==> src/rtl/cordic_pkg.sv <==
// -----------------------------------------------------------------------------
// cordic_pkg
// Shared definitions for the CORDIC sequencer: controller state encoding,
// default iteration parameters and the rotation/vectoring mode encoding.
// -----------------------------------------------------------------------------
package cordic_pkg;

  // Controller states: wait, operand load, micro-rotation steps, result hold.
  typedef enum logic [1:0] {
    IDLE = 2'd0,
    LOAD = 2'd1,
    ITER = 2'd2,
    DONE = 2'd3
  } state_e;

  localparam int CORDIC_N_ITER = 16;
  localparam int CORDIC_ITER_W = 6;

  localparam logic MODE_ROT = 1'b0;
  localparam logic MODE_VEC = 1'b1;

endpackage : cordic_pkg

==> src/rtl/cordic_ctrl_if.sv <==
// -----------------------------------------------------------------------------
// cordic_ctrl_if
// Handshake and datapath-control bundle between the host/datapath side
// (master) and the CORDIC sequencer (slave).
//   master drives : start, mode, z_sign, y_sign, ack
//   slave drives  : load, en, iter[ITER_W], dir, busy, done
// -----------------------------------------------------------------------------
interface cordic_ctrl_if
  import cordic_pkg::*;
#(
  parameter int ITER_W = CORDIC_ITER_W
);

  logic              start;
  logic              mode;
  logic              z_sign;
  logic              y_sign;
  logic              ack;
  logic              load;
  logic              en;
  logic [ITER_W-1:0] iter;
  logic              dir;
  logic              busy;
  logic              done;

  modport master (
    output start, mode, z_sign, y_sign, ack,
    input  load, en, iter, dir, busy, done
  );

  modport slave (
    input  start, mode, z_sign, y_sign, ack,
    output load, en, iter, dir, busy, done
  );

endinterface : cordic_ctrl_if

==> src/rtl/cordic_iter_cnt.sv <==
// -----------------------------------------------------------------------------
// cordic_iter_cnt
// Iteration index counter for the CORDIC sequencer.
//   clk, rst  : clock, asynchronous active-high reset
//   i_clr     : synchronous clear to 0 (wins over i_en)
//   i_en      : increment by one
//   o_count   : current index (shift amount / atan LUT address)
//   o_tc      : terminal count, high when o_count == N_ITER-1
// -----------------------------------------------------------------------------
module cordic_iter_cnt
  import cordic_pkg::*;
#(
  parameter int N_ITER = CORDIC_N_ITER,
  parameter int ITER_W = CORDIC_ITER_W
) (
  input  logic              clk,
  input  logic              rst,
  input  logic              i_clr,
  input  logic              i_en,
  output logic [ITER_W-1:0] o_count,
  output logic              o_tc
);

  localparam logic [ITER_W-1:0] TC_VAL = ITER_W'(N_ITER - 1);

  logic [ITER_W-1:0] r_count;

  // NOTE: state is written with non-blocking assignments so every flop samples
  // the pre-edge values of its neighbours, independent of evaluation order.
  always_ff @(posedge clk or posedge rst) begin
    if (rst) begin
      r_count <= '0;
    end else if (i_clr) begin
      r_count <= '0;
    end else if (i_en) begin
      r_count <= r_count + ITER_W'(1);
    end
  end

  assign o_count = r_count;
  assign o_tc    = (r_count == TC_VAL);

endmodule : cordic_iter_cnt

==> src/rtl/cordic_ctrl.sv <==
// -----------------------------------------------------------------------------
// cordic_ctrl
// Sequencer for the iterative CORDIC datapath. A start request in IDLE issues
// a one-cycle operand-load strobe, then N_ITER enable cycles with the
// iteration index and rotation direction, then holds done until ack.
//   clk, rst   : clock, asynchronous active-high reset
//   bus.start  : operation request (seen only in IDLE)
//   bus.mode   : 0 rotation / 1 vectoring, captured with start
//   bus.z_sign : sign of datapath z register (rotation direction source)
//   bus.y_sign : sign of datapath y register (vectoring direction source)
//   bus.ack    : result taken (seen only in DONE)
//   bus.load   : operand load strobe
//   bus.en     : one micro-rotation this cycle
//   bus.iter   : iteration index / shift amount / LUT address
//   bus.dir    : 1 add, 0 subtract (combinational from the sign inputs)
//   bus.busy   : operation in progress or result pending
//   bus.done   : result valid
// -----------------------------------------------------------------------------
module cordic_ctrl
  import cordic_pkg::*;
#(
  parameter int N_ITER = CORDIC_N_ITER,
  parameter int ITER_W = CORDIC_ITER_W
) (
  input logic          clk,
  input logic          rst,
  cordic_ctrl_if.slave bus
);

  state_e            r_state;
  logic              r_mode;
  logic              r_load;
  logic              r_en;
  logic              r_busy;
  logic              r_done;

  logic              w_cnt_clr;
  logic              w_cnt_en;
  logic              w_tc;
  logic [ITER_W-1:0] w_iter;

  // The index is cleared on the edge that enters LOAD, and only advances in
  // ITER below the terminal count, so it parks at N_ITER-1 through DONE.
  assign w_cnt_clr = (r_state == IDLE) && bus.start;
  assign w_cnt_en  = (r_state == ITER) && !w_tc;

  cordic_iter_cnt #(
    .N_ITER (N_ITER),
    .ITER_W (ITER_W)
  ) u_iter_cnt (
    .clk     (clk),
    .rst     (rst),
    .i_clr   (w_cnt_clr),
    .i_en    (w_cnt_en),
    .o_count (w_iter),
    .o_tc    (w_tc)
  );

  // Output flags are registered alongside the state so each one is a clean
  // flop output that mirrors the state it decodes.
  always_ff @(posedge clk or posedge rst) begin
    if (rst) begin
      r_state <= IDLE;
      r_mode  <= MODE_ROT;
      r_load  <= 1'b0;
      r_en    <= 1'b0;
      r_busy  <= 1'b0;
      r_done  <= 1'b0;
    end else begin
      unique case (r_state)
        IDLE: begin
          if (bus.start) begin
            r_state <= LOAD;
            r_mode  <= bus.mode;
            r_load  <= 1'b1;
            r_busy  <= 1'b1;
          end
        end
        LOAD: begin
          r_state <= ITER;
          r_load  <= 1'b0;
          r_en    <= 1'b1;
        end
        ITER: begin
          if (w_tc) begin
            r_state <= DONE;
            r_en    <= 1'b0;
            r_done  <= 1'b1;
          end
        end
        DONE: begin
          if (bus.ack) begin
            r_state <= IDLE;
            r_done  <= 1'b0;
            r_busy  <= 1'b0;
          end
        end
      endcase
    end
  end

  assign bus.load = r_load;
  assign bus.en   = r_en;
  assign bus.busy = r_busy;
  assign bus.done = r_done;
  assign bus.iter = w_iter;

  // Same-cycle response to the datapath sign bits; forced low outside ITER.
  assign bus.dir  = r_en & ((r_mode == MODE_VEC) ? bus.y_sign : ~bus.z_sign);

endmodule : cordic_ctrl

==> src/flat_wrapper.sv <==
// flat-port wrapper written by rule: the top's interface ports become plain ports
module cordic_ctrl_flat import cordic_pkg::*;
#(
  parameter int N_ITER = CORDIC_N_ITER,
  parameter int ITER_W = CORDIC_ITER_W
)
  (clk, rst, bus_start, bus_mode, bus_z_sign, bus_y_sign, bus_ack, bus_load, bus_en, bus_iter, bus_dir, bus_busy, bus_done);
  cordic_ctrl_if #(.ITER_W(ITER_W)) bus_i ();
  input logic clk;
  input logic rst;
  input wire logic [$bits(bus_i.start)-1:0] bus_start;
  input wire logic [$bits(bus_i.mode)-1:0] bus_mode;
  input wire logic [$bits(bus_i.z_sign)-1:0] bus_z_sign;
  input wire logic [$bits(bus_i.y_sign)-1:0] bus_y_sign;
  input wire logic [$bits(bus_i.ack)-1:0] bus_ack;
  output wire logic [$bits(bus_i.load)-1:0] bus_load;
  output wire logic [$bits(bus_i.en)-1:0] bus_en;
  output wire logic [$bits(bus_i.iter)-1:0] bus_iter;
  output wire logic [$bits(bus_i.dir)-1:0] bus_dir;
  output wire logic [$bits(bus_i.busy)-1:0] bus_busy;
  output wire logic [$bits(bus_i.done)-1:0] bus_done;
  assign bus_i.start = bus_start;
  assign bus_i.mode = bus_mode;
  assign bus_i.z_sign = bus_z_sign;
  assign bus_i.y_sign = bus_y_sign;
  assign bus_i.ack = bus_ack;
  assign bus_load = bus_i.load;
  assign bus_en = bus_i.en;
  assign bus_iter = bus_i.iter;
  assign bus_dir = bus_i.dir;
  assign bus_busy = bus_i.busy;
  assign bus_done = bus_i.done;
  cordic_ctrl #(.N_ITER(N_ITER), .ITER_W(ITER_W)) u_core (.clk(clk), .rst(rst), .bus(bus_i));
endmodule
==> config.mk <==
export PLATFORM = sky130hd
export DESIGN_NAME = cordic_ctrl_flat
export DESIGN_NICKNAME = d
export VERILOG_FILES = /design/src/rtl/cordic_pkg.sv /design/src/rtl/cordic_ctrl_if.sv /design/src/rtl/cordic_iter_cnt.sv /design/src/rtl/cordic_ctrl.sv /design/src/flat_wrapper.sv
export SDC_FILE = /design/constraint.sdc
export NUM_CORES = 1
export LEC_CHECK = 0
export CORE_MARGIN = 2
export CORE_UTILIZATION = 35
export DETAILED_ROUTE_END_ITERATION = 8
export GPL_TIMING_DRIVEN = 0
export HOLD_SLACK_MARGIN = 0.08
export MAX_ROUTING_LAYER = met4
export PLACE_DENSITY = 0.66
export SLEW_MARGIN = 10
export SYNTH_ARGS = -nofsm -noshare
export SYNTH_HDL_FRONTEND = slang
export SYNTH_SLANG_ARGS = --single-unit
==> constraint.sdc <==
create_clock -name clk -period 1.7 [get_ports clk]
set_input_delay 0.51 -clock clk [delete_from_list [all_inputs] [get_ports clk]]
set_output_delay 0.51 -clock clk [all_outputs]
set_load 0.05 [all_outputs]
### Word level (Yosys, flattened, before mapping)

Cells that the tools add are included.

| storage, ports and cells | value |
|---|---|
| register bits | 13 |
| bits of input ports | 7 |
| word-level logic and storage cells | 47 |

| operators by class | value |
|---|---|
| $add $sub $neg | 1 |
| equality and inequality tests | 7 |
| multiplexer cells | 15 |
| bitwise logic cells | 2 |
| reductions and logical operators | 15 |

Operators by type and width:

| kind | count |
|---|---|
| 6-bit two-way mux | 2 |
| 2-bit nonzero test | 5 |
| 3-bit AND reduction | 3 |
| 1-bit case mux with 2 select lines | 4 |
| 2-bit case mux with 4 select lines | 1 |
| 6-bit by 1-bit adder with 6-bit output (second input constant) | 1 |
| 6-bit by 4-bit equality test with 1-bit output (second input constant) | 1 |
| 2-bit two-way mux | 3 |
| 2-bit AND reduction | 3 |
| 1-bit two-way mux | 5 |
| 2-bit equality test (second input constant) | 2 |
| 2-bit inequality test (second input constant) | 2 |
| 2-bit by 1-bit equality test with 1-bit output (second input constant) | 1 |
| 1-bit logical AND | 2 |
| 2-bit logical NOT | 1 |
| 2-bit by 1-bit inequality test with 1-bit output (second input constant) | 1 |
| 1-bit bitwise AND | 1 |
| 1-bit logical NOT | 1 |
| 1-bit NOT | 1 |

### Logic depth before layout (Yosys ltp)

| depth | value |
|---|---|
| depth in word-level cells | 5 |
| depth in mapped cells | 7 |
| mapped depth without buffers | 6 |

### By module

From an unflattened synthesis, not the netlist that was laid out.

| unflattened totals | value |
|---|---|
| cell total of the unflattened synthesis | 70 |
| area total of the unflattened synthesis | 730.7 um^2 |

Modules (own cells, without submodules):

| module | times used | cells each | area each (um^2) | sequential area each (um^2) |
|---|---|---|---|---|
| cordic_ctrl | 1 | 43 | 445.4 | 175.2 |
| cordic_iter_cnt | 1 | 27 | 285.3 | 150.1 |

### Worst setup path before layout

No wires, ideal clock.

| timing | value |
|---|---|
| kind | register -> register |
| start | register u_core.u_iter_cnt.r_count[0], in the netlist u_core.u_iter_cnt.o_count[0] |
| end | register u_core.r_state[1] |
| setup time | 0.128 ns |
| arrival time | 2.084 ns |
| data required time | 1.572 ns |
| setup slack | -0.511 ns |
| cell stages (with the launch flop) | 7 |
| clock period less this slack | 2.211 ns |
| cell sequence | dfrtp_1 ha_1 or3b_1 or2_1 buf_6 a21oi_2 mux2_1 |

| on the way | value |
|---|---|
| word-level cells in the longest chain between the ends | 3 |

Ends and longest elaborated chain:

| what | RTL line | source |
|---|---|---|
| start: declaration | cordic_iter_cnt.sv:26 | `logic [ITER_W-1:0] r_count;` |
| start signal: assignment | cordic_iter_cnt.sv:36 | `r_count <= r_count + ITER_W'(1);` |
| 6-bit by 4-bit equality test with 1-bit output | cordic_iter_cnt.sv:41 | `assign o_tc = (r_count == TC_VAL);` |
| 2-bit by 1-bit inequality test with 1-bit output (no source line) | - |  |
| 3-bit AND reduction (no source line) | - |  |
| end signal: assignment | cordic_ctrl.sv:63 | `r_state <= IDLE;` |
| end signal: assignment | cordic_ctrl.sv:73 | `r_state <= LOAD;` |
| end signal: assignment | cordic_ctrl.sv:80 | `r_state <= ITER;` |
| end: declaration | cordic_ctrl.sv:30 | `state_e r_state;` |

No other way between the ends.
A chain may end at the register's enable or synchronous reset.

### Worst setup path in the final report

Same ends and word-level chain as after synthesis.

==> metrics.cfg <==
[power_and_ir_drop]
p_comb_share_pct=62.0
p_sw_w=0.000874
swShare_pct=46.1
ir_drop_mv=0.910
p_int_w=0.00102
total_power_w=0.00190
leakage_nw=0.504
power_frac_seq_pct=27.9
p_per_area_nw_per_um2=1810
power.share.clock_pct=10.2

[setup_path]
r2r-start=u_core.u_iter_cnt.o_count[0]$_DFFE_PP0P_
cp_top_family=simple AND/OR/NAND/NOR gates
endpoint_kind=register
r2r_cells=5
crit_fanout=4
worstPathArrival_ps=1910
timing.rr.end=u_core.r_state[1]$_DFFE_PP0P_
reg2reg_slack_ps=-50
path_class=reg -> reg
cp_num_buf_inv=0
path_cells=ha_4 -> or3b_4 -> or2_4 -> a21oi_4 -> mux2_4
cp.required_ps=1870
critPathMaxStageDelay_ps=400
crit_path_start_kind=register
crit_slowest_cell=dfrtp_2

[yosys]
syn_nets=86
synth_cell_types=26
yosysMostFrequentCell=dfrtp_1
yosys_warnings=0
synth_flop_cell=dfrtp_1
synth_area_um2=717
async_flop_share_pct=100
synth_area_per_cell_um2=9.82
ys_ff_latch=13
synthCells=73
synth.area.top_cells=dfrtp_1, ha_1, nand2_1, o21ai_0, a22o_1
synth_edf_count=0
yosysTopAreaCell=dfrtp_1
netlist.area_leader.share_pct=45.4
ys_top_cells_by_count=dfrtp_1, nand2_1, o21ai_0, ha_1, inv_1
seq_area_frac_synth_pct=45.4

[cts]
cts_tree=yes
clk_path_buf_depth=2
cts.clk_slew.worst_paths_ps=80
cts_inserted_buffers=3
cts_root_buf=clkbuf_4
worstSkewPairLatency_ps=280
clock_sinks=13
htreeDepth=1

[cells_and_area]
multi_input_area_um2=393
area_growth_pct=46.2
seq_area_um2=328
instances_no_fill=131
nFillCells=181
nets=118
insertedDiodeCount=0
layout-drive-gt1-share_pct=37.5

[grt]
grt_pass1_vias=625
grt_antenna_before_repair=0
grt_overflow=0
grt_max_degree=14
grt_use_total_pct=16.4
grt_pass1_wl_um=2860

[placed_design]
hpwl_um=1140
place_inst=117
numPortBuffers=17
globalplace.congestion=0.787

[job]
cap_violations=0

[timing]
timing.final.crit_share_pct=103
min_period_ps=1750
finalSetupViolCount=1
finalSetupTns_ps=-46.8
rsz0062_at_grt=true
finalMaxSlewViolations=0
layout_setup_ws_ps=-46.8
fmax_ghz=0.572
hold_slack_ps=471
hold_violations=0
worst_pin_slew_ps=483
skew_ps=1.55
relSlewSlack_pct=67.4

[worst_hold_path]
holdPathStages=2
worstHoldStart=u_core.bus.load$_DFFE_PP0P_
hold_end=u_core.bus.load$_DFFE_PP0P_
hold_class=reg -> reg

[floorplanning]
die_height_um=49.3
row_count=16
core_um2=1940
die-area_um2=2430
die_w_um=49.3
start_util_pct=36.9
io_pins=18

[route]
dr.pass1.iters=4
wire_per_inst_um=13.2
drc_errors=0
viasPerCell=4.87
vias=638
wl_um=1730
drt_iter0_drc=10
postRouteAntennaNets=0

[status]
violations=negative setup slack
outcome=finished, violations left

-- area by class of cell --
type                    count  share of cell area [%]
flip-flops and latches     13                    31.3
inverters                   4                    1.43
clock buffers               4                    2.51
repair buffers             28                    22.7
well taps                  27                    3.22
multi-input cells          53                    37.5
plain buffers               2                    1.43
-- stage by stage --
step           worst slack [ps]  instance area [um2]  utilization (%)
2_1_floorplan              -306                  732                -
3_3_place_gp               -796                  936             48.2
3_5_place_dp               -806                  936             48.2
4_1_cts                    -191                 1040             53.7
5_1_grt                   -75.7                 1050             54.0
6_report                  -46.8                 1050             54.0
-- metal layers --
metal	vias up	track usage [%]	routed length, um
li1	317	-	-
met1	301	19.0	756
met2	16	27.0	899
met3	4	3.99	57
met4	0	7.14	18
met5	-	-	0
-- power by group through the flow --
stage	Sequential, W	Combinational [W]	Clock (W)
6_report	0.000529	0.00118	0.000193
3_3_place_gp	0.000540	0.000935	0
5_1_grt	0.000542	0.00126	0.000217
4_1_cts	0.000518	0.00112	0.000199
2_1_floorplan	0.000774	0.000438	0
3_5_place_dp	0.000543	0.000958	0
-- layout by cell type (no fill, tap or decap), drive strengths merged, types with 4 or more instances in the layout --
cell type,Yosys,final
nand2,12,12
clkdlybuf4s50,0,4
clkbuf,1,8
dfrtp,13,13
o21ai,9,9
buf,2,15
clkdlybuf4s15,0,4
a21oi,4,4
inv,4,4
ha,6,6
-- worst max path at each step --
stage                                                   from                       endpoint  slack [ps]  depth (start not counted)
finish              u_core.u_iter_cnt.o_count[0]$_DFFE_PP0P_  u_core.r_state[1]$_DFFE_PP0P_         -50                          5
global route        u_core.u_iter_cnt.o_count[0]$_DFFE_PP0P_  u_core.r_state[1]$_DFFE_PP0P_         -80                          5
CTS                                               bus_y_sign                        bus_dir        -190                          5
detailed placement                                bus_y_sign                        bus_dir        -810                          5
global placement                                  bus_y_sign                        bus_dir        -800                          5
floorplan           u_core.u_iter_cnt.o_count[0]$_DFFE_PP0P_  u_core.r_state[1]$_DFFE_PP0P_        -310                          6
-- kinds of logic (layout without fill, tap and decap cells) --
group / count (synthesis) / count (layout) / synth area share (%)
flip-flops: 13 / 13 / 45.4
multiplexers: 2 / 2 / 3.14
AO/OA/AOI/OAI: 17 / 17 / 14.5
buffers and inverters: 7 / 38 / 4.88
XOR/XNOR: 2 / 2 / 2.44
adder cells (fa/ha/maj): 6 / 6 / 10.5
AND/OR/NAND/NOR: 26 / 26 / 19.2
-- worst reg2reg max path, cell delays in order, from the launching register on --
cell,delay (ps)
dfrtp_2,400
ha_4,140
or3b_4,370
or2_4,270
a21oi_4,140
mux2_4,310
-- flip-flops by register name, summed over array words and instances, names as in the netlist --
name and count:
u_core.u_iter_cnt.o_count 6, u_core.r_state 2, u_core.bus.busy 1, u_core.bus.done 1
u_core.bus.en 1, u_core.bus.load 1, u_core.r_mode 1
-- repair_timing --
action / CTS / global route
pin swaps: 3 / 4
setup buffers: 7 / 4
gates cloned: 0 / 0
gates resized for setup: 37 / 16
endpoints found under the setup margin: 14 / 13
hold buffers: 0 / 0
No activity file was read; power rests on OpenSTA's default activity.
==> patch 1 (same flow settings) <==
Encoding of `state_e`: now one-hot (4 bits for 4 states).
--- a/src/rtl/cordic_pkg.sv
+++ b/src/rtl/cordic_pkg.sv
@@ -8,7 +8,7 @@
   // Controller states: wait, operand load, micro-rotation steps, result hold.
-  typedef enum logic [1:0] {
-    IDLE = 2'd0,
-    LOAD = 2'd1,
-    ITER = 2'd2,
-    DONE = 2'd3
+  typedef enum logic [3:0] {
+    IDLE = 4'b0001,
+    LOAD = 4'b0010,
+    ITER = 4'b0100,
+    DONE = 4'b1000
   } state_e;
Behaviour: same outputs for any inputs over 10 cycles, from zero or initial values and one cycle with rst high; not proved beyond that.
==> patch 1 against the unedited design <==
Via count up 11%; design area up 7.2%; total power down 1.2%; sequential share of layout area up 3.0 points; synthesized cell count up 8.2%; synthesized area up 13%; first-iteration DRC count up 90%; count of clock-buffer cells in the layout unchanged; setup slack better by 0.090 ns; wire length up 11%; sequential cell count up 2; largest cell class unchanged.
==> patch 1: results (changes against the unedited design) <==
Tcrit/Tclk final=0.974 (was 1.03); main area contributors after synthesis=dfrtp_1 43%, o21ai_0 8.7%, mux2i_1 6.2% (was dfrtp_1 45%, ha_1 10%, nand2_1 6.3%); adder-cell area share of the yosys netlist=0.0155 (was 0.105); Compound-Gate Fraction of Synth Area=0.167 (was 0.145); syn avg cell area=10.2 um^2 (was 9.82 um^2); GR Util met3=0.0632 (was 0.0399); WL final=1.92 mm (was 1.73 mm); syn nets=87 (was 86); status=completed (was complete, but fails checks); nets=109 (was 118); portion of netlist area occupied by mux cells=0.0759 (was 0.0314); Non-Filler Instances=128 (was 131); routability cong.=0.780 (was 0.787); clk_skew=0.00469 ns (was 0.00155 ns); minimum hold slack=0.504 ns (was 0.471 ns); CP max FO=3 (was 4); Crit-path slowest cell=or4b_4 (was dfrtp_2); post-synthesis xor/xnor area fraction=0.0108 (was 0.0244); drt first-iter violations=19 (was 10); met1 usage=0.215 (was 0.190); post-synthesis sequential area ratio=0.466 (was 0.454); HPWL Detailed=1.28 mm (was 1.14 mm); Critical Path AT=1.88 ns (was 1.91 ns); Yosys cell types=35 (was 26); vias per cell=5.52 (was 4.87); relative slew slack=0.610 (was 0.674); # placed instances=124 (was 117); Setup WS pre-CTS=-0.833 ns (was -0.806 ns); global-route wire length before repair=3.25 mm (was 2.86 mm); fillers=207 (was 181); Leak Pwr=0.000473 uW (was 0.000504 uW)
patch 1: worst paths after layout:
| path | start | to | cells past startpoint |
|---|---|---|---|
| hold reg to reg | u_core.u_iter_cnt.o_count[5] | u_core.u_iter_cnt.o_count[5] | 1 |
| setup reg to reg | u_core.r_state[1] | u_core.u_iter_cnt.o_count[4] | 3 |
| setup / recovery | u_core.r_state[1] | u_core.u_iter_cnt.o_count[4] | 3 |
| max in group asynchronous | rst | u_core.r_state[1] | 2 |
| min in group asynchronous | rst | u_core.bus.done | 2 |
| hold / removal | u_core.u_iter_cnt.o_count[5] | u_core.u_iter_cnt.o_count[5] | 1 |
patch 1: kinds of logic (layout without fill, tap and decap cells):
kind of cell / after synthesis / after routing
buffers and inverters: 7 / 28
XOR/XNOR: 1 / 1
multiplexers: 6 / 6
AO/OA/AOI/OAI: 23 / 23
AND/OR/NAND/NOR: 26 / 26
adder cells (fa/ha/maj): 1 / 1
flip-flops: 15 / 15
patch 1: cell type report:
cell class | instances | area share
multi-input cells | 57 | 0.421
repair buffers | 18 | 0.156
flip-flops and latches | 15 | 0.343
clock buffers | 4 | 0.0234
inverters | 2 | 0.00668
plain buffers | 4 | 0.0189
well taps | 28 | 0.0312
patch 1: per-layer routing:
layer | vias up | wire (um) | part of all wire
met5 | - | 0 | 0
met4 | 0 | 29 | 0.015
met3 | 4 | 116 | 0.060
met2 | 18 | 960 | 0.50
met1 | 345 | 814 | 0.42
li1 | 339 | - | -
patch 1: power by group:
part	leakage [uW]	switching (uW)	internal [uW]
Sequential	0.000174	126	486
Combinational	0.000283	651	407
Clock	0.0000150	115	91.2
patch 1: worst reg2reg max path: stages (launching register included):
cell,delay (ns)
dfrtp_2,0.41
or4b_4,0.56
or4b_4,0.50
a21oi_2,0.12
patch 1: through the flow:
| stage | util | setup TNS (ns) | instance area [um^2] |
|---|---|---|---|
| finish | 0.513 | 0 | 1120 |
| floorplan | - | 0 | 822 |
| CTS | 0.495 | -0.221 | 1080 |
| global placement | 0.469 | -1.97 | 1030 |
| detailed placement | 0.469 | -2.02 | 1030 |
| global route | 0.513 | -0.0468 | 1120 |
patch 1: timing repair:
item / in CTS / in global routing
endpoints found under the setup margin: 19 / 13
endpoints found under the hold margin: 0 / 0
buffers inserted: 1 / 0
pin swaps: 0 / 4
gates resized for setup: 35 / 22
==> patch 2 (same settings) <==
Without the edit above. Set the package constant `CORDIC_ITER_W` to 4 (it was 6).
--- a/src/rtl/cordic_pkg.sv
+++ b/src/rtl/cordic_pkg.sv
@@ -16,3 +16,3 @@
   localparam int CORDIC_N_ITER = 16;
-  localparam int CORDIC_ITER_W = 6;
+  localparam int CORDIC_ITER_W = 4;
 
Ports: changed (resized bus_iter); port bits go from 18 to 16. The function was not compared with the original's and may differ.
==> patch 2 against the unedited design <==
First-iteration DRC count down 30%; fmax up 6.1%; clock power down 9.8%; synthesized cell count down 19%; critical path depth down 4; total power down 17%; final cell count down 27%; sequential power down 7.6%; wire length down 29%; sequential cell count down 2; design area down 23%; setup slack better by 0.10 ns; worst hold slack better by 0.030 ns; synthesized area down 14%.
==> patch 2: results (changes against the unedited design) <==
CP max FO=2 (was 4); Worst path top cell family by delay=buffers and inverters (was simple AND/OR/NAND/NOR gates); HPWL Detailed=923 um (was 1.14 mm); DRT Pass-1 Iters=4 (unchanged); clk_skew=0.00292 ns (was 0.00155 ns); global-route wire length before repair=2.08 mm (was 2.86 mm); VDD IR max=0.000982 V (was 0.000910 V); met2 wire length=562 um (was 899 um); post-synthesis sequential area ratio=0.446 (was 0.454); wire per inst=12.9 um (was 13.2 um); main area contributors after synthesis=dfrtp_1 45%, ha_1 10%, o2bb2ai_1 4.3% (was dfrtp_1 45%, ha_1 10%, nand2_1 6.3%); nets=91 (was 118); vias in the first global route=495 (was 625); max reg flops=4 (was 6); Setup Fix Bufs, Post-CTS=0 (was 7); portion of netlist area occupied by mux cells=0.0365 (was 0.0314); Yosys cell types=27 (was 26); routability cong.=0.716 (was 0.787); syn nets=71 (was 86); R2R setup slack=0.14 ns (was -0.05 ns); Clock Power=174 uW (was 193 uW); largest net degree at the start of global routing=12 (was 14); M1 WL=601 um (was 756 um); Crit-path slowest cell=dlygate4sd2_1 (was dfrtp_2); commonest cells in the netlist=11 x dfrtp_1, 6 x nand2_1, 5 x ha_1 (was 13 x dfrtp_1, 12 x nand2_1, 8 x o21ai_0); post-synthesis xor/xnor area fraction=0 (was 0.0244); PortBufs=15 (was 17); Leak Pwr=0.000383 uW (was 0.000504 uW); initial antenna violation count=0 (unchanged); Psw=769 uW (was 874 uW); Crit path largest cell delay=0.53 ns (was 0.40 ns); largest family of logic cells by synthesized area=compound AO/OA/AOI/OAI gates (was simple AND/OR/NAND/NOR gates); GRT Overall Usage=0.142 (was 0.164); Vias=478 (was 638); drt first-iter violations=7 (was 10); Critical Path AT=1.14 ns (was 1.91 ns); Non-Filler Instances=95 (was 131); Pint=800 uW (was 1020 uW); adder-cell area share of the yosys netlist=0.101 (was 0.105); Worst Setup SP=u_core.bus.load (was u_core.u_iter_cnt.o_count[0]); status=completed (was complete, but fails checks); Compound-Gate Fraction of Synth Area=0.199 (was 0.145); Setup WS pre-CTS=-0.831 ns (was -0.806 ns); DR WL met3=39 um (was 57 um); syn avg cell area=10.5 um^2 (was 9.82 um^2); Reg power frac=0.311 (was 0.279); reg2reg path depth=4 (was 5); hold depth=1 (was 2); relative slew slack=0.679 (was 0.674); CTS root buffer=clkbuf_4 (unchanged); share of cells above drive strength 1=0.231 (was 0.375); clk_lat worst skew=0.26 ns (was 0.28 ns); H-tree levels=1 (unchanged)
==> patch 2: cell count changes in the layout (fill, tap and decap cells not counted), sizes merged, moves of 3 or more <==
cell,unedited run,this run
o2bb2ai,0,3
nand2,12,6
o21ai,9,4
buf,15,2
==> patch 2: repair_timing <==
item                       CTS  global route
resized for setup           21            11
setup endpoints to repair    9             7
pin swaps                    0             2
cloned                       0             0
==> patch 2: layer usage <==
metal	vias up	track usage
met4	0	0.0686
met2	12	0.222
met1	215	0.176
met5	-	-
li1	249	-
met3	2	0.0238
==> patch 2: layout make-up <==
cell class              count  area, um^2
multi-input cells          42         312
inverters                   5        18.8
flip-flops and latches     11         278
well taps                  17        21.3
clock buffers               4        26.3
repair buffers             15         140
plain buffers               1        11.3
fillers                   160         882
==> patch 2: metrics by stage <==
stage	setup TNS, ns	hold WS (ns)	cell area [um^2]
floorplan	0	0.362	619
global placement	-1.25	0.486	791
detailed placement	-1.28	0.479	791
CTS	-0.204	0.507	816
global route	0	0.524	807
finish	0	0.501	807
